$ cat config.mk
export PLATFORM = sky130hd
export DESIGN_NAME = alu_arbiter
export DESIGN_NICKNAME = d
export VERILOG_FILES = /design/src/rtl/core_pkg.sv /design/src/rtl/alu_arbiter.sv
export SDC_FILE = /design/constraint.sdc
export NUM_CORES = 1
export LEC_CHECK = 0
export ABC_AREA = 1
export CELL_PAD_IN_SITES_DETAIL_PLACEMENT = 1
export CELL_PAD_IN_SITES_GLOBAL_PLACEMENT = 2
export CORE_MARGIN = 10
export CORE_UTILIZATION = 12
export CTS_CLUSTER_SIZE = 40
export DETAILED_ROUTE_END_ITERATION = 16
export PLACE_DENSITY = 0.75
export SYNTH_ARGS = -nofsm -noshare
export SYNTH_HDL_FRONTEND = slang
export SYNTH_SLANG_ARGS = --single-unit
$ cat constraint.sdc
create_clock -name clk -period 3 [get_ports clk]
set_clock_uncertainty 0.1 [all_clocks]
set_input_delay 0.3 -clock clk [delete_from_list [all_inputs] [get_ports clk]]
set_output_delay 0.3 -clock clk [all_outputs]
set_load 0.05 [all_outputs]
$ cat src/rtl/core_pkg.sv
// Shared core types: ALU opcodes and the ALU arbiter state encoding.
// Imported by every block that talks to the ALU.
package core_pkg;

   localparam int unsigned XLEN = 32;

   typedef enum logic [3:0] {
      ALU_ADD  = 4'd0,
      ALU_SUB  = 4'd1,
      ALU_AND  = 4'd2,
      ALU_OR   = 4'd3,
      ALU_XOR  = 4'd4,
      ALU_SLL  = 4'd5,
      ALU_SRL  = 4'd6,
      ALU_SRA  = 4'd7,
      ALU_SLTS = 4'd8,
      ALU_SLTU = 4'd9,
      ALU_MUL  = 4'd10
   } alu_opcode_e;

   typedef enum logic {
      ARB_IDLE = 1'b0,
      ARB_HOLD = 1'b1
   } arb_state_e;

endpackage

$ cat src/rtl/alu_arbiter.sv
// Two-requester front end for a shared combinational ALU with a
// one-entry response slot; 1 op/cycle when the owner keeps draining.
module alu_arbiter
   import core_pkg::*;
#(
   parameter bit FIXED_PRIO = 1'b0
) (
   input  logic            clk,
   input  logic            reset,
   input  logic            req0_valid_ip,
   output logic            req0_ready_op,
   input  alu_opcode_e     req0_operator_ip,
   input  logic [XLEN-1:0] req0_operand_a_ip,
   input  logic [XLEN-1:0] req0_operand_b_ip,
   input  logic            req1_valid_ip,
   output logic            req1_ready_op,
   input  alu_opcode_e     req1_operator_ip,
   input  logic [XLEN-1:0] req1_operand_a_ip,
   input  logic [XLEN-1:0] req1_operand_b_ip,
   output logic            rsp0_valid_op,
   input  logic            rsp0_ready_ip,
   output logic            rsp1_valid_op,
   input  logic            rsp1_ready_ip,
   output logic [XLEN-1:0] rsp_result_op,
   output logic            rsp_error_op,
   output logic            alu_enable_op,
   output alu_opcode_e     alu_operator_op,
   output logic [XLEN-1:0] alu_operand_a_op,
   output logic [XLEN-1:0] alu_operand_b_op,
   input  logic [XLEN-1:0] alu_result_ip,
   input  logic            alu_valid_ip
);

   arb_state_e      state_q;
   arb_state_e      state_d;
   logic            owner_q;
   logic            prio_q;
   logic [XLEN-1:0] result_q;
   logic            error_q;

   logic            own_ready;
   logic            slot_free;
   logic            grant;
   logic            gnt_id;

   // The slot frees up in the same cycle the owner drains it.
   always_comb begin
      own_ready = owner_q ? rsp1_ready_ip : rsp0_ready_ip;
      slot_free = (state_q == ARB_IDLE) || own_ready;
      grant     = 1'b0;
      gnt_id    = 1'b0;
      if (slot_free && !reset) begin
         unique case ({req1_valid_ip, req0_valid_ip})
            2'b01: begin
               grant  = 1'b1;
               gnt_id = 1'b0;
            end
            2'b10: begin
               grant  = 1'b1;
               gnt_id = 1'b1;
            end
            2'b11: begin
               grant  = 1'b1;
               gnt_id = FIXED_PRIO ? 1'b0 : prio_q;
            end
            default: begin
               grant  = 1'b0;
               gnt_id = 1'b0;
            end
         endcase
      end
   end

   always_ff @(posedge clk or posedge reset) begin
      if (reset) begin
         state_q <= ARB_IDLE;
      end else begin
         state_q <= state_d;
      end
   end

   always_comb begin
      state_d = state_q;
      if (grant) begin
         state_d = ARB_HOLD;
      end else if (state_q == ARB_HOLD && own_ready) begin
         state_d = ARB_IDLE;
      end
   end

   always_comb begin
      req0_ready_op    = grant && !gnt_id;
      req1_ready_op    = grant && gnt_id;
      alu_enable_op    = grant;
      alu_operator_op  = ALU_ADD;
      alu_operand_a_op = '0;
      alu_operand_b_op = '0;
      if (grant) begin
         if (gnt_id) begin
            alu_operator_op  = req1_operator_ip;
            alu_operand_a_op = req1_operand_a_ip;
            alu_operand_b_op = req1_operand_b_ip;
         end else begin
            alu_operator_op  = req0_operator_ip;
            alu_operand_a_op = req0_operand_a_ip;
            alu_operand_b_op = req0_operand_b_ip;
         end
      end
      rsp0_valid_op = (state_q == ARB_HOLD) && !owner_q;
      rsp1_valid_op = (state_q == ARB_HOLD) && owner_q;
      rsp_result_op = result_q;
      rsp_error_op  = error_q;
   end

   // Result/error keep their value after the slot drains.
   always_ff @(posedge clk or posedge reset) begin
      if (reset) begin
         result_q <= '0;
         error_q  <= 1'b0;
         owner_q  <= 1'b0;
         prio_q   <= 1'b0;
      end else if (grant) begin
         result_q <= alu_result_ip;
         error_q  <= ~alu_valid_ip;
         owner_q  <= gnt_id;
         prio_q   <= ~gnt_id;
      end
   end

endmodule

# ---- Word-level counts from Yosys, hierarchy flattened
# Index checks and enable logic that the tools add are counted.
dict set report word_totals {
  reg_bits 36
  in_bits 175
  output_inout_bits 106
  elab_cells 36
}
dict set report op_classes {
  n_eq_ne 3
  mux 13
  n_bitwise 3
  n_reduce_logical 12
}
# operator n
set ops {}
lappend ops {{32-bit 2-to-1 mux} 4}
lappend ops {{4-bit 2-to-1 mux} 2}
lappend ops {{1-bit logical AND} 6}
lappend ops {{1-bit 2-to-1 mux} 6}
lappend ops {{2-bit == test (second input constant)} 2}
lappend ops {{1-bit zero test} 3}
lappend ops {{1-bit inverter} 3}
lappend ops {{3-bit OR reduction} 1}
lappend ops {{2-bit by 1-bit == test with 1-bit output (second input constant)} 1}
lappend ops {{1-bit case mux with 2 select lines} 1}
lappend ops {{2-bit nonzero test} 1}
lappend ops {{1-bit logical OR} 1}

# ---- Depth between registers and ports, before layout
dict set report depth {
  word_depth 6
  ltp_mapped 8
  depth_no_buf 7
}

# ---- Least setup slack after synthesis
# No wires, ideal clock.
dict set report synth_path {
  kind {input to output}
  from {in reset}
  to {out alu_operand_a_op[25]}
  arrival_time_ns 2.451
  required_ns 2.600
  slack_ns 0.149
  path_stages 4
  n_path_buf 1
  cell_sequence {inv_2 > buf_1 > nand4_1 > o21ai_0}
}
dict set report synth_between {
  elab_chain_len 5
  word_cells_on_any_way 6
  classes_between {mux: 4; reduce/logical: 2}
}
# item line_no
set synth_rtl {}
lappend synth_rtl {{from (decl)} alu_arbiter.sv:9} ;# input logic reset,
lappend synth_rtl {{1-bit zero test (no source line) *} --}
lappend synth_rtl {{1-bit logical AND *} alu_arbiter.sv:52} ;# if (slot_free && !reset) begin
lappend synth_rtl {{1-bit 2-to-1 mux} alu_arbiter.sv:52}
lappend synth_rtl {{32-bit 2-to-1 mux} alu_arbiter.sv:99} ;# if (gnt_id) begin
lappend synth_rtl {{32-bit 2-to-1 mux *} alu_arbiter.sv:98} ;# if (grant) begin
lappend synth_rtl {{to (decl)} alu_arbiter.sv:28} ;# output logic [XLEN-1:0] alu_operand_a_op,
# Mark *: on every way between the ends. The rest lies on a longest branch, timed or not.

# ---- Worst setup path after layout
dict set report layout_path {
  from {in req0_valid_ip}
  to {out alu_operand_b_op[2]}
}
dict set report layout_between {
  elab_chain_len 5
  word_cells_on_any_way 10
  classes_between {eq/ne: 3; mux: 6; reduce/logical: 1}
}
# item line_no
set layout_rtl {}
lappend layout_rtl {{from (decl)} alu_arbiter.sv:10} ;# input logic req0_valid_ip,
lappend layout_rtl {{2-bit == test / 2-bit by 1-bit == test with 1-bit output (equally long branches)} alu_arbiter.sv:53} ;# unique case ({req1_valid_ip, req0_valid_ip})
lappend layout_rtl {{1-bit case mux with 2 select lines / 3-bit OR reduction (equally long branches)} --}
lappend layout_rtl {{1-bit 2-to-1 mux, on equally long branches} {alu_arbiter.sv:52, alu_arbiter.sv:53}}
lappend layout_rtl {{32-bit 2-to-1 mux / 1-bit 2-to-1 mux (equally long branches)} {alu_arbiter.sv:99, alu_arbiter.sv:52}}
lappend layout_rtl {{32-bit 2-to-1 mux *} alu_arbiter.sv:98}
lappend layout_rtl {{to (decl)} alu_arbiter.sv:29} ;# output logic [XLEN-1:0] alu_operand_b_op,
# Marks and branches as above.

==> results.toml <==
[outcome]
status = "finished, final reports clean"

[setup_path]
crit_type = "in -> out"
crit_path_start = "req0_valid_ip"
cpPeakStageDelay_ns = 0.47
path_buf_inv = 3
worstPathArrival_ns = 2.21
cpMostUsedCell = "nand2_1"
reg2reg_to = "rsp_result_op[0]$_DFFE_PP0P_"
ff2ff_path_depth = 9
cp-end-kind = "output port"
r2r_setup_slack_ns = 1.16
required_ns = 2.60
crit_end = "alu_operand_b_op[2]"
cp_max_fo = 28
path_depth = 7
crit_family = "buffers and inverters"
reg2reg_from = "owner_q$_DFFE_PP0P_"
worstPathCellList = "clkdlybuf4s50_1 -> nand2_1 -> nand2_1 -> nand4_4 -> buf_4 -> o21ai_0 -> buf_12"
worstSetupStartpointType = "primary input"
slowest_stage = "clkdlybuf4s50_1"

[pwr]
p_leak_nw = 2.953
power_per_cell_area_nw_per_um2 = 760.4
peakVddDrop_mv = 0.4132

[clock_tree]
postCtsSetupRepairBufs = 0
clock-sinks = 36
clockBufferDepth = 2
numCtsBuffers = 5
clk_pin_slew_worst_paths_ns = 0.06
cts_hold_buf = 0
clock_latency_ns = 0.28
htreeDepth = 2
cts-root-buf = "clkbuf_16"
post_cts_resized = 0
cts_tree = "done"

[cells_and_area]
drive_gt1_frac = 0.1722
antenna_cells = 0
finalNetCount = 842
synthToLayoutAreaGrowth_pct = 152.5

[logic_synthesis]
syn_area_per_cell_um2 = 6.674
synth_cell_types = 19
ys_warn_count = 0
yosysSeqAreaShare = 0.3417
synthCells = 395
syn_nets = 570
ys_ff_latch = 36
synth_area_um2 = 2636

[place]
place.gp.congestion = 0.8144
place_ws_ns = 0.2855
port_buffers = 280
hpwl_um = 13520

[hold_path]
hold_start = "rsp_result_op[16]$_DFFE_PP0P_"
hp-class = "reg -> reg"

[sta]
rsz0062_at_grt = "false"
slew_headroom = 0.5640
fin_ws_ns = 0.3918
worstMarginPinSlew_ns = 0.6540
hold_viol = 0
fmax_ghz = 0.3834
setup_viol = 0
maxSlewViolCount = 0
min_period_over_period = 0.8694
min_period_ns = 2.608
setup_tns_ns = 0

[grt]
grt_use_total = 0.1080
antenna_found_initial = 1
grt.overflow.total = 0
grt_start_max_net_pins = 107
grt_pass1_vias = 3960
grt_pass1_wl_um = 24630

[routing]
drt_wl_total_um = 16380
ant_nets = 0
routedWlPerCell_um = 17.27
vias = 3712
firstDrtPassIters = 4
via_per_inst = 3.916
drc = 0
first_iter_violations = 150

[floorplan]
die-height_um = 168.2
die_w_um = 168.2
ios = 281
die-area_um2 = 28300
core_um2 = 21690
initial_core_util = 0.1216
num_rows = 54

[job]
drv_cap = 0
[state kept, by name, summed over array words and instances, names as in the netlist]
name and count:
owner_q 1, prio_q 1, rsp_error_op 1, rsp_result_op 32, state_q 1
[per-stage QoR]
stage               power, mW  cells  hold WS, ns  instance area [µm²]    util
global route            5.350    948       0.4041                 6656  0.3069
global placement        4.601    940       0.3616                 6513  0.3003
floorplan               2.818    395       0.3087                 2636       -
finish                  5.062    948       0.3753                 6656  0.3069
detailed placement      4.622    940       0.3646                 6513  0.3003
CTS                     5.153    948       0.3809                 6656  0.3069
[cell families (layout without fill, tap and decap cells)]
family / count (synthesis) / count (layout) / share of synthesized area
AO/OA/AOI/OAI: 71 / 71 / 0.1490
flip-flops: 36 / 36 / 0.3417
AND/OR/NAND/NOR: 177 / 177 / 0.3351
buffers and inverters: 111 / 384 / 0.1742
[per-layer routing]
layer | GRT usage | routed length (µm) | vias up | part of all wire
met3 | 0.05402 | 1883 | 10 | 0.11
met1 | 0.1168 | 6203 | 1704 | 0.38
li1 | - | - | 1838 | -
met5 | 0 | 13 | - | 0.00079
met2 | 0.1890 | 8163 | 158 | 0.50
met4 | 0.01514 | 112 | 2 | 0.0068
[how the worst min path moves through the flow]
stage | to | slack, ns | depth (start not counted)
final | rsp_result_op[16]$_DFFE_PP0P_ | 0.38 | 2
after global routing | rsp_result_op[17]$_DFFE_PP0P_ | 0.40 | 2
after CTS | rsp_result_op[23]$_DFFE_PP0P_ | 0.38 | 2
after detailed placement | rsp_result_op[16]$_DFFE_PP0P_ | 0.36 | 2
after global placement | rsp_result_op[31]$_DFFE_PP0P_ | 0.36 | 2
after floorplan | rsp_error_op$_DFFE_PP0P_ | 0.31 | 1
[where the power goes]
part	total (mW)	internal (mW)	leakage (nW)	switching, mW
clock	0.511	0.306	0.0736	0.205
combinational	3.73	1.45	2.44	2.29
sequential	0.819	0.697	0.442	0.122
total	5.06	2.45	2.95	2.61
[final cells by class]
type,instances,area (µm²)
timing repair buffer,299,3694
clock buffer,5,125.1
multi-input combinational,248,1276
tap,280,350.3
inverter,77,291.5
fill,2516,15030
sequential,36,900.9
clock inverter,3,18.77
[cell usage in the layout (no fill, tap or decap), drive strengths merged]
cell           count
buf               90
a21oi              1
inv               77
clkinv             3
or2                1
o21ai             70
nand2            103
nor2               1
dfrtp             36
nand4             69
clkdlybuf4s50    209
nand3              3
clkbuf             5
[cells in the mapped netlist (all sizes together)]
cell	count	area, µm²
dfrtp	36	900.9
o21ai	70	387.9
nand3	3	40.03
nor2	1	3.750
nand4	69	446.7
buf	24	131.4
or2	1	6.260
clkbuf	10	38.78
inv	77	289.0
a21oi	1	5.000
nand2	103	386.6
[worst reg2reg max path, delay by kind of cell (launching register included)]
family                 cells  cell delay (ns)
buffers and inverters      4             0.81
DFF                        1             0.41
and+or+nand+nor            5             0.44
Power figures use the tool's default switching activity.
